===== src/rtl/kw_pipe_sink.sv =====
// Credit-based receive FIFO at the tail of a fixed-latency, non-stallable pipeline.
// Credits cover both buffered and in-flight results, so a legally issued result always has a slot.
module kw_pipe_sink #(
    parameter int DATA_WIDTH = 16,
    parameter int DEPTH      = 8,
    parameter int CNT_W      = $clog2(DEPTH) + 1
) (
    input  logic                  clock,
    input  logic                  reset,
    input  logic                  issue,
    output logic                  issue_ok,
    input  logic                  pipe_valid,
    input  logic [DATA_WIDTH-1:0] pipe_data,
    output logic                  out_valid,
    input  logic                  out_ready,
    output logic [DATA_WIDTH-1:0] out_data,
    output logic [CNT_W-1:0]      credits,
    output logic                  issue_err,
    output logic                  ovf_err
);

    localparam int PTR_W = $clog2(DEPTH);
    localparam logic [CNT_W-1:0] DEPTH_C = CNT_W'(DEPTH);

    logic [DATA_WIDTH-1:0] mem [DEPTH];
    logic [PTR_W-1:0]      wr_ptr;
    logic [PTR_W-1:0]      rd_ptr;
    logic [CNT_W-1:0]      occupancy;
    logic [CNT_W-1:0]      in_flight;
    logic [CNT_W-1:0]      credits_q;

    logic [CNT_W-1:0]      occ_next;
    logic [CNT_W-1:0]      in_flight_next;
    logic [CNT_W-1:0]      credits_next;
    logic [CNT_W:0]        used_next;
    logic                  full;
    logic                  pop;
    logic                  push;
    logic                  issue_acc;
    logic                  stray;
    logic                  ovf_event;
    logic                  issue_event;

    assign out_valid = (occupancy != '0);
    assign out_data  = mem[rd_ptr];
    assign issue_ok  = (credits_q != '0);
    assign credits   = credits_q;

    always_comb begin
        full        = (occupancy == DEPTH_C);
        pop         = out_valid && out_ready;
        push        = pipe_valid && (!full || pop);
        issue_acc   = issue && issue_ok;
        // A result with nothing outstanding is a stray from an uncounted (illegal) issue.
        stray       = pipe_valid && (in_flight == '0);
        ovf_event   = (pipe_valid && full && !pop) || stray;
        issue_event = issue && !issue_ok;

        occ_next = occupancy;
        if (push && !pop) begin
            occ_next = occupancy + CNT_W'(1);
        end else if (pop && !push) begin
            occ_next = occupancy - CNT_W'(1);
        end

        in_flight_next = in_flight;
        if (issue_acc && !(pipe_valid && !stray)) begin
            in_flight_next = in_flight + CNT_W'(1);
        end else if (!issue_acc && pipe_valid && !stray) begin
            in_flight_next = in_flight - CNT_W'(1);
        end

        // Clamp keeps credits at zero rather than wrapping if accounting is ever exceeded.
        used_next = {1'b0, occ_next} + {1'b0, in_flight_next};
        if (used_next > {1'b0, DEPTH_C}) begin
            credits_next = '0;
        end else begin
            credits_next = DEPTH_C - used_next[CNT_W-1:0];
        end
    end

    always_ff @(posedge clock) begin
        if (reset) begin
            wr_ptr    <= '0;
            rd_ptr    <= '0;
            occupancy <= '0;
            in_flight <= '0;
            credits_q <= DEPTH_C;
            issue_err <= 1'b0;
            ovf_err   <= 1'b0;
        end else begin
            if (push) begin
                wr_ptr <= wr_ptr + PTR_W'(1);
            end
            if (pop) begin
                rd_ptr <= rd_ptr + PTR_W'(1);
            end
            occupancy <= occ_next;
            in_flight <= in_flight_next;
            credits_q <= credits_next;
            if (issue_event) begin
                issue_err <= 1'b1;
            end
            if (ovf_event) begin
                ovf_err <= 1'b1;
            end
        end
    end

    // Storage carries no reset; out_data is only meaningful while out_valid is high.
    always_ff @(posedge clock) begin
        if (push) begin
            mem[wr_ptr] <= pipe_data;
        end
    end

endmodule


===== config.mk =====
export PLATFORM = sky130hd
export DESIGN_NAME = kw_pipe_sink
export DESIGN_NICKNAME = d
export VERILOG_FILES = /design/src/rtl/kw_pipe_sink.sv
export SDC_FILE = /design/constraint.sdc
export NUM_CORES = 1
export LEC_CHECK = 0
export ABC_AREA = 1
export CAP_MARGIN = 20
export CORE_ASPECT_RATIO = 1.2
export CORE_MARGIN = 1
export CORE_UTILIZATION = 28
export DETAILED_ROUTE_END_ITERATION = 10
export SETUP_SLACK_MARGIN = 0.5
export SYNTH_ARGS = -nofsm -noshare
export SYNTH_HDL_FRONTEND = slang
export SYNTH_SLANG_ARGS = --single-unit

===== constraint.sdc =====
create_clock -name clock -period 3.6 [get_ports clock]
set_input_delay 0.72 -clock clock [delete_from_list [all_inputs] [get_ports clock]]
set_output_delay 0.72 -clock clock [all_outputs]
set_load 0.02 [all_outputs]

==> impl_metrics.py <==
metrics = {
    "timing": {
        "rsz0062_at_grt": "no",
        "period_minus_slack_ps": 2957,
        "hold_viol_final": 0,
        "slew_violations": 0,
        "fin_setup_tns_ps": 0,
        "tightestPinTransition_ps": 704.3,
        "final.period_utilization_pct": 82.15,
        "slew_headroom_pct": 52.99,
        "setup_viol": 0,
        "skew_ps": 6.133,
        "holdWs_ps": 468.4,
        "max_freq_ghz": 0.3381,
    },
    "floorplan": {
        "coreArea_mm2": 0.02237,
        "fp.dieArea_mm2": 0.02340,
        "die_width_um": 139.8,
        "start_util_pct": 28.52,
        "row_count": 60,
        "ios": 45,
        "die_h_um": 167.4,
    },
    "logic_synthesis": {
        "yosys_warnings": 0,
        "synthCells": 537,
        "synth.yosys.seq_area_share_pct": 67.46,
        "synth.avg_cell_area_um2": 11.88,
        "synth_top_area_share_pct": 60.25,
        "async_reset_ff_share_pct": 0,
        "yosys.area.top_type": "edfxtp_1",
        "ys_ff_latch": 151,
        "syn-num-nets": 571,
        "synthTopCellsByCount": "edfxtp_1 (128), nand2_1 (101), nor2_1 (56), o21ai_0 (37)",
        "syn_area_mm2": 0.006380,
        "synth.most_common_cell": "edfxtp_1",
        "ys_types": 31,
        "synth_edf_count": 128,
        "ys_top_cells_by_area": "edfxtp_1 (60%), dfxtp_1 (7.2%), nand2_1 (5.9%)",
        "synthFlopType": "edfxtp_1",
    },
    "flow_run": {
        "max_cap_violations": 0,
    },
    "placed_design": {
        "hpwl_mm": 7.734,
        "place_inst": 849,
        "gp_congestion": 0.7728,
        "dpl_cell_area_mm2": 0.007174,
        "port_buffers": 44,
    },
    "drt": {
        "drt-pass1-iter-count": 5,
        "vias_per_cell": 4.566,
        "postRouteAntennaNets": 0,
        "drc_errors": 0,
        "drtIter0Drc": 165,
        "wire_per_inst_um": 14.80,
        "wirelength_mm": 13.07,
        "vias": 4032,
    },
    "setup_path": {
        "endpoint_kind": "output pin",
        "path_class": "reg2out",
        "r2r_slack_ps": 790,
        "cp-start-kind": "register",
        "required_ps": 2880,
        "worstPathArrival_ps": 2240,
        "crit_fanout": 32,
    },
    "layout": {
        "fin_cells": 883,
        "drive_gt1_share_pct": 10.76,
        "antenna_cells": 0,
        "final_nets": 626,
        "post-route-util_pct": 34.89,
        "design_area_mm2": 0.007805,
        "area_growth_pct": 22.34,
    },
    "clock_tree": {
        "hold_buffers": 0,
        "tritoncts": "done",
        "clockBufferDepth": 2,
        "cts_root_buf": "clkbuf_16",
        "ctsHtreeMaxLevel": 4,
        "clkLatencyLatePin_ps": 410,
        "cts_sinks": 151,
        "clk_pin_slew_ps": 60,
        "cts_buffers": 17,
    },
    "power": {
        "ir_worst_vdd_uv": 425.4,
        "p_per_area_mw_per_mm2": 659.8,
        "p_leak_nw": 2.824,
    },
    "global_routing": {
        "grt-ovfl-total": 0,
        "antenna_found_initial": 1,
        "grt_max_degree": 46,
        "grt.total_usage_pct": 11.48,
        "grt_pass1_wl_mm": 20.22,
        "grt_pass1_vias": 3811,
    },
    "run_status": {
        "status": "finished clean",
    },
    "hold_path": {
        "hold_path_class": "reg2reg",
    },
}
==> worst paths after layout <==
check | start | to | depth (start not counted)
max reg2reg | occupancy[0] | credits[3] | 17
max | register | out_data[13] | 6
min | issue_err | issue_err | 1
min reg2reg | issue_err | issue_err | 1
==> cells in the final DEF, fill, tap and decap left out, types with 12 or more instances in the layout <==
master             n
mux2i_1           32
inv_1             31
nand3_1           17
edfxtp_1         128
o21ai_0           37
ha_1              12
nand2_1          101
dfxtp_1           21
clkdlybuf4s50_1   42
a21oi_1           13
o22ai_1           32
nor2_1            51
clkbuf_16         18
==> timing repair <==
action | CTS | global route
buffers inserted | 1 | 1
resized for setup | 3 | 4
gates cloned | 0 | 1
setup endpoints to repair | 16 | 6
pin swaps | 0 | 1
==> worst max-delay path, cell delays in order, from the launching register on <==
cell,delay [ps]
dfxtp_4,420
inv_4,340
nor2_1,70
o22ai_1,190
nand2_1,70
nand2_1,110
clkdlybuf4s50_1,610
==> registers in the layout, summed over array words and instances, names as in the netlist, named ones only <==
name / cells
in_flight: 4
rd_ptr: 3
mem: 128
wr_ptr: 3
issue_err: 1
occupancy: 4
ovf_err: 1
credits: 4
==> metal layers <==
layer,wire [um],global-route usage [%],vias up
met5,0,0,-
met4,184,3.440,0
met3,566,3.432,13
met2,6567,19.57,73
met1,5747,13.91,1933
li1,-,-,2013
==> logic make-up (layout without fill, tap and decap cells) <==
logic type / after synthesis / count (layout) / synth area share, %
AOI/OAI and AO/OA: 87 / 87 / 7.668
xor gates and xnor gates: 5 / 5 / 0.6865
adders and majority gates: 13 / 13 / 2.667
buffers and inverters: 58 / 125 / 3.962
DFF: 151 / 151 / 67.46
muxes: 32 / 32 / 5.021
and+or+nand+nor: 191 / 191 / 12.53
==> layout make-up <==
type	count	area, um2
clock buffers	20	436.7
clock inverters	11	125.1
fillers	2178	14570
inverters	36	137.6
multi-input cells	328	1841
flip-flops and latches	151	4312
well taps	279	349.1
repair buffers	58	604.3
==> per-stage QoR <==
stage	power (W)	setup WS [ps]
finish	0.005149	642.7
global route	0.005453	506.2
CTS	0.005180	560.6
detailed placement	0.003480	258.0
global placement	0.003472	319.0
floorplan	0.003057	1010
==> power breakdown <==
group / leakage [nW] / internal (W) / switching (W)
Clock: 0.272 / 0.00102 / 0.000665
Combinational: 1.20 / 0.000565 / 0.000820
Sequential: 1.35 / 0.00200 / 0.0000827
No activity file was read; power rests on OpenSTA's default activity.
